`src/rtl/alu_pkg.sv`:
```
// Shared definitions for the ALU command issuer:
// function codes, widths, flag bit positions and FSM states.
package alu_pkg;

    localparam int ALU_W  = 6;
    localparam int FXN_W  = 3;
    localparam int FLAG_W = 3;

    localparam logic [FXN_W-1:0] FXN_A    = 3'b000;
    localparam logic [FXN_W-1:0] FXN_B    = 3'b001;
    localparam logic [FXN_W-1:0] FXN_NEGA = 3'b010;
    localparam logic [FXN_W-1:0] FXN_NEGB = 3'b011;
    localparam logic [FXN_W-1:0] FXN_AGEB = 3'b100;
    localparam logic [FXN_W-1:0] FXN_XOR  = 3'b101;
    localparam logic [FXN_W-1:0] FXN_ADD  = 3'b110;
    localparam logic [FXN_W-1:0] FXN_SUB  = 3'b111;

    localparam int FLG_CARRY  = 0;
    localparam int FLG_OVER   = 1;
    localparam int FLG_AGTEQB = 2;

    typedef enum logic [1:0] {
        ST_IDLE  = 2'd0,
        ST_DRIVE = 2'd1,
        ST_RESP  = 2'd2
    } state_e;

endpackage

```
`src/rtl/alu_cmd_issuer_if.sv`:
```
// Request, ALU-side and response signals of the command issuer.
// master = the issuer itself, slave = command logic plus ALU.
interface alu_cmd_issuer_if
    import alu_pkg::*;
#(
    parameter int WIDTH = ALU_W,
    parameter int CNT_W = 8
);

    logic             req_valid;
    logic             req_ready;
    logic [WIDTH-1:0] req_a;
    logic [WIDTH-1:0] req_b;
    logic [FXN_W-1:0] req_fxn;

    logic [WIDTH-1:0] alu_x;
    logic [WIDTH-1:0] alu_y;
    logic [FXN_W-1:0] alu_fxn;
    logic [WIDTH-1:0] alu_out;
    logic             alu_carry;
    logic             alu_over;
    logic             alu_agteqb;

    logic              rsp_valid;
    logic              rsp_ready;
    logic [WIDTH-1:0]  rsp_data;
    logic [FLAG_W-1:0] rsp_flags;

    logic             busy;
    logic [CNT_W-1:0] op_count;
    logic             clr_sticky;
    logic [1:0]       sticky_flags;

    modport master (
        input  req_valid, req_a, req_b, req_fxn,
        input  alu_out, alu_carry, alu_over, alu_agteqb,
        input  rsp_ready, clr_sticky,
        output req_ready, alu_x, alu_y, alu_fxn,
        output rsp_valid, rsp_data, rsp_flags,
        output busy, op_count, sticky_flags
    );

    modport slave (
        output req_valid, req_a, req_b, req_fxn,
        output alu_out, alu_carry, alu_over, alu_agteqb,
        output rsp_ready, clr_sticky,
        input  req_ready, alu_x, alu_y, alu_fxn,
        input  rsp_valid, rsp_data, rsp_flags,
        input  busy, op_count, sticky_flags
    );

endinterface

```
`src/rtl/alu_cmd_issuer.sv`:
```
// Drives one request at a time into the combinational ALU and returns the result.
// Define ALU_STICKY_FLAGS_EN to enable the sticky {over, carry} flags.
module alu_cmd_issuer
    import alu_pkg::*;
#(
    parameter int WIDTH         = ALU_W,
    parameter int SETTLE_CYCLES = 1,
    parameter int CNT_W         = 8
) (
    input logic              clk,
    input logic              rst,
    alu_cmd_issuer_if.master bus
);

    localparam logic [3:0] SETTLE_INIT = 4'(SETTLE_CYCLES - 1);

    state_e            state_q, state_d;
    logic [3:0]        cnt_q, cnt_d;
    logic [WIDTH-1:0]  alu_x_q, alu_x_d;
    logic [WIDTH-1:0]  alu_y_q, alu_y_d;
    logic [FXN_W-1:0]  alu_fxn_q, alu_fxn_d;
    logic [WIDTH-1:0]  rsp_data_q, rsp_data_d;
    logic [FLAG_W-1:0] rsp_flags_q, rsp_flags_d;
    logic [CNT_W-1:0]  op_count_q, op_count_d;
    logic              capture;

    always_comb begin
        state_d     = state_q;
        cnt_d       = cnt_q;
        alu_x_d     = alu_x_q;
        alu_y_d     = alu_y_q;
        alu_fxn_d   = alu_fxn_q;
        rsp_data_d  = rsp_data_q;
        rsp_flags_d = rsp_flags_q;
        op_count_d  = op_count_q;
        capture     = 1'b0;
        unique case (state_q)
            ST_IDLE: begin
                if (bus.req_valid) begin
                    alu_x_d   = bus.req_a;
                    alu_y_d   = bus.req_b;
                    alu_fxn_d = bus.req_fxn;
                    cnt_d     = SETTLE_INIT;
                    state_d   = ST_DRIVE;
                end
            end
            ST_DRIVE: begin
                if (cnt_q == 4'd0) begin
                    capture                 = 1'b1;
                    rsp_data_d              = bus.alu_out;
                    rsp_flags_d[FLG_CARRY]  = bus.alu_carry;
                    rsp_flags_d[FLG_OVER]   = bus.alu_over;
                    rsp_flags_d[FLG_AGTEQB] = bus.alu_agteqb;
                    op_count_d              = op_count_q + 1'b1;
                    state_d                 = ST_RESP;
                end else begin
                    cnt_d = cnt_q - 4'd1;
                end
            end
            ST_RESP: begin
                if (bus.rsp_ready) begin
                    state_d = ST_IDLE;
                end
            end
            default: state_d = ST_IDLE;
        endcase
    end

    always_ff @(posedge clk or posedge rst) begin
        if (rst) begin
            state_q     <= ST_IDLE;
            cnt_q       <= '0;
            alu_x_q     <= '0;
            alu_y_q     <= '0;
            alu_fxn_q   <= '0;
            rsp_data_q  <= '0;
            rsp_flags_q <= '0;
            op_count_q  <= '0;
        end else begin
            state_q     <= state_d;
            cnt_q       <= cnt_d;
            alu_x_q     <= alu_x_d;
            alu_y_q     <= alu_y_d;
            alu_fxn_q   <= alu_fxn_d;
            rsp_data_q  <= rsp_data_d;
            rsp_flags_q <= rsp_flags_d;
            op_count_q  <= op_count_d;
        end
    end

    assign bus.req_ready = (state_q == ST_IDLE);
    assign bus.rsp_valid = (state_q == ST_RESP);
    assign bus.busy      = (state_q != ST_IDLE);
    assign bus.alu_x     = alu_x_q;
    assign bus.alu_y     = alu_y_q;
    assign bus.alu_fxn   = alu_fxn_q;
    assign bus.rsp_data  = rsp_data_q;
    assign bus.rsp_flags = rsp_flags_q;
    assign bus.op_count  = op_count_q;

`ifdef ALU_STICKY_FLAGS_EN
    logic [1:0] sticky_q, sticky_d;

    // clear wins over a set landing in the same cycle
    always_comb begin
        sticky_d = sticky_q;
        if (capture) begin
            sticky_d = sticky_q | {bus.alu_over, bus.alu_carry};
        end
        if (bus.clr_sticky) begin
            sticky_d = 2'b00;
        end
    end

    always_ff @(posedge clk or posedge rst) begin
        if (rst) begin
            sticky_q <= 2'b00;
        end else begin
            sticky_q <= sticky_d;
        end
    end

    assign bus.sticky_flags = sticky_q;
`else
    logic unused_sticky;
    assign unused_sticky    = bus.clr_sticky | capture;
    assign bus.sticky_flags = 2'b00;
`endif

endmodule

```
`src/flat_wrapper.sv`:
```
// flat-port wrapper written by rule: the top's interface ports become plain ports
module alu_cmd_issuer_flat import alu_pkg::*;
#(
    parameter int WIDTH         = ALU_W,
    parameter int SETTLE_CYCLES = 1,
    parameter int CNT_W         = 8
)
  (clk, rst, bus_req_valid, bus_req_a, bus_req_b, bus_req_fxn, bus_alu_out, bus_alu_carry, bus_alu_over, bus_alu_agteqb, bus_rsp_ready, bus_clr_sticky, bus_req_ready, bus_alu_x, bus_alu_y, bus_alu_fxn, bus_rsp_valid, bus_rsp_data, bus_rsp_flags, bus_busy, bus_op_count, bus_sticky_flags);
  alu_cmd_issuer_if #(.WIDTH(WIDTH), .CNT_W(CNT_W)) bus_i ();
  input logic clk;
  input logic rst;
  input wire logic [$bits(bus_i.req_valid)-1:0] bus_req_valid;
  input wire logic [$bits(bus_i.req_a)-1:0] bus_req_a;
  input wire logic [$bits(bus_i.req_b)-1:0] bus_req_b;
  input wire logic [$bits(bus_i.req_fxn)-1:0] bus_req_fxn;
  input wire logic [$bits(bus_i.alu_out)-1:0] bus_alu_out;
  input wire logic [$bits(bus_i.alu_carry)-1:0] bus_alu_carry;
  input wire logic [$bits(bus_i.alu_over)-1:0] bus_alu_over;
  input wire logic [$bits(bus_i.alu_agteqb)-1:0] bus_alu_agteqb;
  input wire logic [$bits(bus_i.rsp_ready)-1:0] bus_rsp_ready;
  input wire logic [$bits(bus_i.clr_sticky)-1:0] bus_clr_sticky;
  output wire logic [$bits(bus_i.req_ready)-1:0] bus_req_ready;
  output wire logic [$bits(bus_i.alu_x)-1:0] bus_alu_x;
  output wire logic [$bits(bus_i.alu_y)-1:0] bus_alu_y;
  output wire logic [$bits(bus_i.alu_fxn)-1:0] bus_alu_fxn;
  output wire logic [$bits(bus_i.rsp_valid)-1:0] bus_rsp_valid;
  output wire logic [$bits(bus_i.rsp_data)-1:0] bus_rsp_data;
  output wire logic [$bits(bus_i.rsp_flags)-1:0] bus_rsp_flags;
  output wire logic [$bits(bus_i.busy)-1:0] bus_busy;
  output wire logic [$bits(bus_i.op_count)-1:0] bus_op_count;
  output wire logic [$bits(bus_i.sticky_flags)-1:0] bus_sticky_flags;
  assign bus_i.req_valid = bus_req_valid;
  assign bus_i.req_a = bus_req_a;
  assign bus_i.req_b = bus_req_b;
  assign bus_i.req_fxn = bus_req_fxn;
  assign bus_i.alu_out = bus_alu_out;
  assign bus_i.alu_carry = bus_alu_carry;
  assign bus_i.alu_over = bus_alu_over;
  assign bus_i.alu_agteqb = bus_alu_agteqb;
  assign bus_i.rsp_ready = bus_rsp_ready;
  assign bus_i.clr_sticky = bus_clr_sticky;
  assign bus_req_ready = bus_i.req_ready;
  assign bus_alu_x = bus_i.alu_x;
  assign bus_alu_y = bus_i.alu_y;
  assign bus_alu_fxn = bus_i.alu_fxn;
  assign bus_rsp_valid = bus_i.rsp_valid;
  assign bus_rsp_data = bus_i.rsp_data;
  assign bus_rsp_flags = bus_i.rsp_flags;
  assign bus_busy = bus_i.busy;
  assign bus_op_count = bus_i.op_count;
  assign bus_sticky_flags = bus_i.sticky_flags;
  alu_cmd_issuer #(.WIDTH(WIDTH), .SETTLE_CYCLES(SETTLE_CYCLES), .CNT_W(CNT_W)) u_core (.clk(clk), .rst(rst), .bus(bus_i));
endmodule
```
`config.mk`:
```
export PLATFORM = sky130hd
export DESIGN_NAME = alu_cmd_issuer_flat
export DESIGN_NICKNAME = d
export VERILOG_FILES = /design/src/rtl/alu_pkg.sv /design/src/rtl/alu_cmd_issuer_if.sv /design/src/rtl/alu_cmd_issuer.sv /design/src/flat_wrapper.sv
export SDC_FILE = /design/constraint.sdc
export NUM_CORES = 1
export LEC_CHECK = 0
export CAP_MARGIN = 10
export CORE_UTILIZATION = 54
export CTS_BUF_LIST = sky130_fd_sc_hd__clkbuf_16
export DETAILED_ROUTE_END_ITERATION = 8
export DONT_BUFFER_PORTS = 1
export MAX_ROUTING_LAYER = met4
export PLACE_DENSITY_LB_ADDON = 0.12
export SETUP_SLACK_MARGIN = 0.2
export SLEW_MARGIN = 20
export SYNTH_ARGS = -nofsm -noshare
export SYNTH_HDL_FRONTEND = slang
export SYNTH_SLANG_ARGS = --single-unit
```
`constraint.sdc`:
```
create_clock -name clk -period 2.2 [get_ports clk]
set_clock_uncertainty 0.15 [all_clocks]
set_input_delay 0.44 -clock clk [delete_from_list [all_inputs] [get_ports clk]]
set_output_delay 0.44 -clock clk [all_outputs]
set_load 0.01 [all_outputs]
```
After elaboration in Yosys (flattened, before gate mapping)
Index checks and enable logic that the tools add are counted.
- $add $sub $neg: 2
- reductions and logical operators: 8
- eq/ne operators: 6
- muxes and demuxes: 7
- operators by type and width (operator ; number):
    adder 8 x 1 -> 8 bit (second input constant) ; 1
    two-way mux 4 bit ; 2
    one-hot mux 4 bit (2 select lines) ; 1
    two-way mux 2 bit ; 3
    inequality test 2 bit (second input constant) ; 3
    one-hot mux 2 bit (3 select lines) ; 1
    AND reduction 3 bit ; 2
    logical NOT 4 bit ; 1
    AND reduction 2 bit ; 2
    nonzero test 2 bit ; 2
    subtractor 4 x 1 -> 4 bit (second input constant) ; 1
    == test 2 x 1 -> 1 bit (second input constant) ; 1
    == test 2 bit (second input constant) ; 1
    logical NOT 2 bit ; 1
    inequality test 2 x 1 -> 1 bit (second input constant) ; 1
- input bits: 29
- logic and storage cells: 31
- output and inout bits: 37
- bits in registers: 38

Longest topological paths before layout
- depth after elaboration: 3
- depth in mapped cells: 6
- mapped depth without buffers: 5

Worst setup path after synthesis
No wires, ideal clock.
- path kind: register to register
- start point: reg u_core.cnt_q[0]
- end point: reg u_core.cnt_q[2]
- clock period less this slack: 1669 ps
- data required time: 1984 ps
- slack: 531 ps
- arrival: 1453 ps
- stages on the path, launching flop included: 7
- library setup time: 66 ps
- path buffers: 1
- cells stage by stage: dfrtp_1 inv_1 ha_1 nor3b_2 buf_2 or4_1 nand2_1
- longest elaborated chain between the ends: 3
- elaborated cells on any way between the ends: 6
- those cells by class: add/sub (1); eq/ne (1); mux (2); reduce/logical (2)
- ends and longest elaborated chain (what ; line ; text):
    start: declaration ; alu_cmd_issuer.sv:18 ; logic [3:0] cnt_q, cnt_d;
    start signal: assignment ; alu_cmd_issuer.sv:81 ; cnt_q <= cnt_d;
    subtractor 4 x 1 -> 4 bit / logical NOT 4 bit (equally long branches) ; alu_cmd_issuer.sv:57, alu_cmd_issuer.sv:48 ;
    two-way mux 4 bit / inequality test 2 bit (equally long branches) ; - ;
    one-hot mux 4 bit (2 select lines) / AND reduction 3 bit (equally long branches) ; - ;
Parallel ways exist; a longest one is shown, timed or not. The select of a mux whose other input is x is not followed.
A chain may end at the register's enable or synchronous reset.

Worst setup path in the final report
- start point: reg u_core.cnt_q[0]
- end point: reg u_core.rsp_data_q[2] (netlist: u_core.bus.rsp_data[2])
- longest elaborated chain between the ends: 2
- ends and longest elaborated chain (what ; line ; text):
    logical NOT 4 bit ; alu_cmd_issuer.sv:48 ; if (cnt_q == 4'd0) begin
    AND reduction 2 bit (no line) ; - ;
    end signal: assignment ; alu_cmd_issuer.sv:85 ; rsp_data_q <= rsp_data_d;
    end: declaration ; alu_cmd_issuer.sv:22 ; logic [WIDTH-1:0] rsp_data_q, rsp_data_d;
Every way passes these cells.

==> flow_metrics.env <==
export IMPL_run_status="complete, but fails checks"
export IMPL_violations="design-rule violations"
export IMPL_hp_class="input pin to flip-flop"
export IMPL_rsz0062_at_grt="no"
export IMPL_antenna_found_initial=0
export IMPL_startpoint_type="flip-flop"
export IMPL_critPathArrivalTime_ps=1810
export IMPL_yosysTopAreaCellShare_pct=56.1
export IMPL_cts_buffer_depth=2
export IMPL_cts_clk_slew_worst_paths_ps=50
export IMPL_avgRoutedWirePerCell_um=16.6
export IMPL_syn_inst=122
export IMPL_clock_sinks=38
export IMPL_finalSetupViolCount=0
export IMPL_cts_tree="done"
export IMPL_drc=7
export IMPL_p_comb_share_pct=28.3
export IMPL_place_gp_congestion=0.738
export IMPL_htreeDepth=2
export IMPL_final_antenna_net_count=0
export IMPL_post_cts_setup_buffers=0
export IMPL_via_count=923
export IMPL_cp_cell_sequence="inv_1 > ha_1 > nor3b_2 > nand2_2 > mux2_2"
export IMPL_overflow=0
export IMPL_layout_min_cycle_time_ps=1800
export IMPL_grt_pass1_vias=948
export IMPL_cp_slowest_stage_delay_ps=410
export IMPL_dr_first_iter_drc_count=48
export IMPL_setup_tns_final_ps=0
export IMPL_netlist_top_cells_area="dfrtp_1 (56%), mux2_2 (11%), mux2_4 (8.9%), xnor2_1 (3.6%), ha_1 (2.2%)"
export IMPL_numCtsBuffers=5
export IMPL_grt_use_met2_pct=27.4
export IMPL_grt_pass1_wl_mm=4.28
export IMPL_dieArea_um2=3370
export IMPL_grt_use_total_pct=18.1
export IMPL_min_period_over_period_pct=82.0
export IMPL_seqPwrFrac_pct=46.5
export IMPL_ys_seq_area_share_pct=56.1
export IMPL_async_reset_ff_share_pct=100
export IMPL_dp_hpwl_mm=1.87
export IMPL_coreArea_um2=2850
export IMPL_yosys_register_bits=38
export IMPL_yosys_warnings=0
export IMPL_synth_distinct_cells=31
export IMPL_nets=159
export IMPL_area_delta_synth_final_pct=10.0
export IMPL_crit_fanout=12
export IMPL_fp_dieH_um=58.0
export IMPL_diodes=0
export IMPL_power_frac_clock_pct=25.2
export IMPL_hold_violations=0
export IMPL_p_leak_nw=0.858
export IMPL_grt_use_met1_pct=21.3
export IMPL_grt_max_degree=32
export IMPL_totalWireLength_mm=2.65
export IMPL_yosysTopAreaCell="dfrtp_1"
export IMPL_yosysMostFrequentCell="dfrtp_1"
export IMPL_end_kind="flip-flop"
export IMPL_insertion_delay_ps=280
export IMPL_io_buffers=0
export IMPL_setup_ws_ps=395
export IMPL_grt_use_met3_pct=7.14
export IMPL_internal_power_mw=2.07
export IMPL_maxCapViolations=0
export IMPL_viasPerCell=5.81
export IMPL_reg2reg_setup_slack_ps=400
export IMPL_pre_cts_ws_ps=268
export IMPL_ir_worst_vdd_uv=783
export IMPL_worstSetupPathType="flip-flop to flip-flop"
export IMPL_drive_gt1_share_pct=32.8
export IMPL_finalMaxSlewViolations=0
export IMPL_top_usage_layer="met2"
export IMPL_initial_core_util_pct=59.4
export IMPL_postSynthAreaPerCell_um2=13.9
export IMPL_die_x_um=58.0
export IMPL_root_buffer="clkbuf_16"
export IMPL_synth_area_um2=1700
export IMPL_ios=66
export IMPL_switching_share_pct=32.6
export IMPL_power_density_nw_per_um2=1650
export IMPL_cp_slowest_cell="dfrtp_1"
export IMPL_fmax_mhz=554
export IMPL_synth_edf_count=0
export IMPL_required_ps=2210
export IMPL_synth_commonest_cells="dfrtp_1 (38), mux2_2 (16), mux2_4 (10)"
export IMPL_p_switching_mw=1.00
export IMPL_num_rows=19
export IMPL_drt_first_pass_iters=6
export IMPL_synth_flop_cell="dfrtp_1"
-- path summary, 6_finish.rpt --
path / to / cells after the start / start
worst min-delay path: u_core.state_q[1] / 1 / bus_rsp_ready
max in group asynchronous: u_core.bus.op_count[4] / 3 / rst
worst max-delay path: u_core.bus.rsp_data[2] / 5 / u_core.cnt_q[0]
min in group asynchronous: u_core.bus.alu_x[5] / 2 / rst
worst max register to register: u_core.bus.rsp_data[2] / 5 / u_core.cnt_q[0]
worst min register to register: u_core.bus.op_count[7] / 1 / u_core.bus.op_count[7]
-- placed cells by master (no fill, tap or decap) --
| cell | count |
|---|---|
| nand4_1 | 4 |
| or4_1 | 1 |
| dlygate4sd3_1 | 1 |
| conb_1 | 2 |
| dfrtp_1 | 38 |
| and2_1 | 2 |
| nand3_1 | 6 |
| and3_1 | 1 |
| clkbuf_16 | 5 |
| mux2_2 | 16 |
| or4b_1 | 1 |
| a22o_1 | 1 |
| nor3b_2 | 1 |
| buf_4 | 3 |
| bufinv_16 | 1 |
| nor2b_1 | 1 |
| nand2_2 | 1 |
| ha_1 | 3 |
| o21ai_0 | 2 |
| xnor2_1 | 7 |
| and4b_2 | 1 |
| and2_4 | 1 |
| nor2_2 | 1 |
| inv_1 | 7 |
| a21oi_1 | 1 |
| or2b_1 | 1 |
| and2b_2 | 1 |
| nand2_1 | 4 |
| mux2_4 | 10 |
| or4b_2 | 1 |
| nor3_1 | 2 |
| o21bai_1 | 1 |
-- area by class of cell --
cell class / instances / area (µm²)
multi-input cells: 73 / 662
inverters: 5 / 18.8
clock buffers: 5 / 125
repair buffers: 4 / 32.5
flip-flops and latches: 38 / 951
well taps: 31 / 38.8
clock inverters: 3 / 37.5
fillers: 215 / 987
-- metrics by stage --
stage	power [mW]	hold WS (ps)	util, %	area, µm²	instances
2_1_floorplan	2.18	344	-	1700	123
3_3_place_gp	2.26	125	59.3	1690	150
3_5_place_dp	2.31	131	59.3	1690	150
4_1_cts	3.11	112	65.3	1860	159
5_1_grt	3.27	134	65.4	1870	159
6_report	3.07	117	65.4	1870	159
-- power groups by stage --
stage | registers, mW | logic, mW | clock network (mW)
2_1_floorplan | 1.35 | 0.829 | 0
3_3_place_gp | 1.43 | 0.833 | 0
3_5_place_dp | 1.45 | 0.867 | 0
4_1_cts | 1.44 | 0.876 | 0.794
5_1_grt | 1.48 | 0.966 | 0.828
6_report | 1.43 | 0.869 | 0.775
-- kinds of logic after synthesis --
| kind of cell | Yosys count | share of synthesized area (%) |
|---|---|---|
| flops | 38 | 56.1 |
| xor+xnor | 7 | 3.62 |
| other cells | 1 | 0.221 |
| simple gates | 30 | 11.3 |
| mux | 26 | 19.5 |
| compound gates | 5 | 1.85 |
| fa+ha+maj | 3 | 2.21 |
| buf+inv | 12 | 5.24 |
-- registers in the layout, summed over array words and instances, names as in the netlist --
name	flops
u_core.bus.op_count	8
u_core.bus.alu_x	6
u_core.bus.alu_y	6
u_core.bus.rsp_data	6
u_core.cnt_q	4
u_core.bus.alu_fxn	3
u_core.bus.rsp_flags	3
u_core.state_q	2
-- per-layer routing --
metal  vias to the layer above  share of wire (%)
li1                        423                  -
met1                       446                 40
met2                        47                 48
met3                         7                9.8
met4                         0                1.7
met5                         -                  0
-- critical path, delay by kind of cell, from the launching register on --
family,cells,cell delay [ps]
mux,1,330
buf+inv,1,90
flops,1,410
fa+ha+maj,1,160
simple gates,2,540
-- timing repair --
action | in CTS | in global routing
endpoints found under the hold margin | 7 | 0
setup endpoints to repair | 0 | 10
gates resized for setup | 0 | 1
hold buffers | 1 | 0
(Power assumes the default switching activity.)
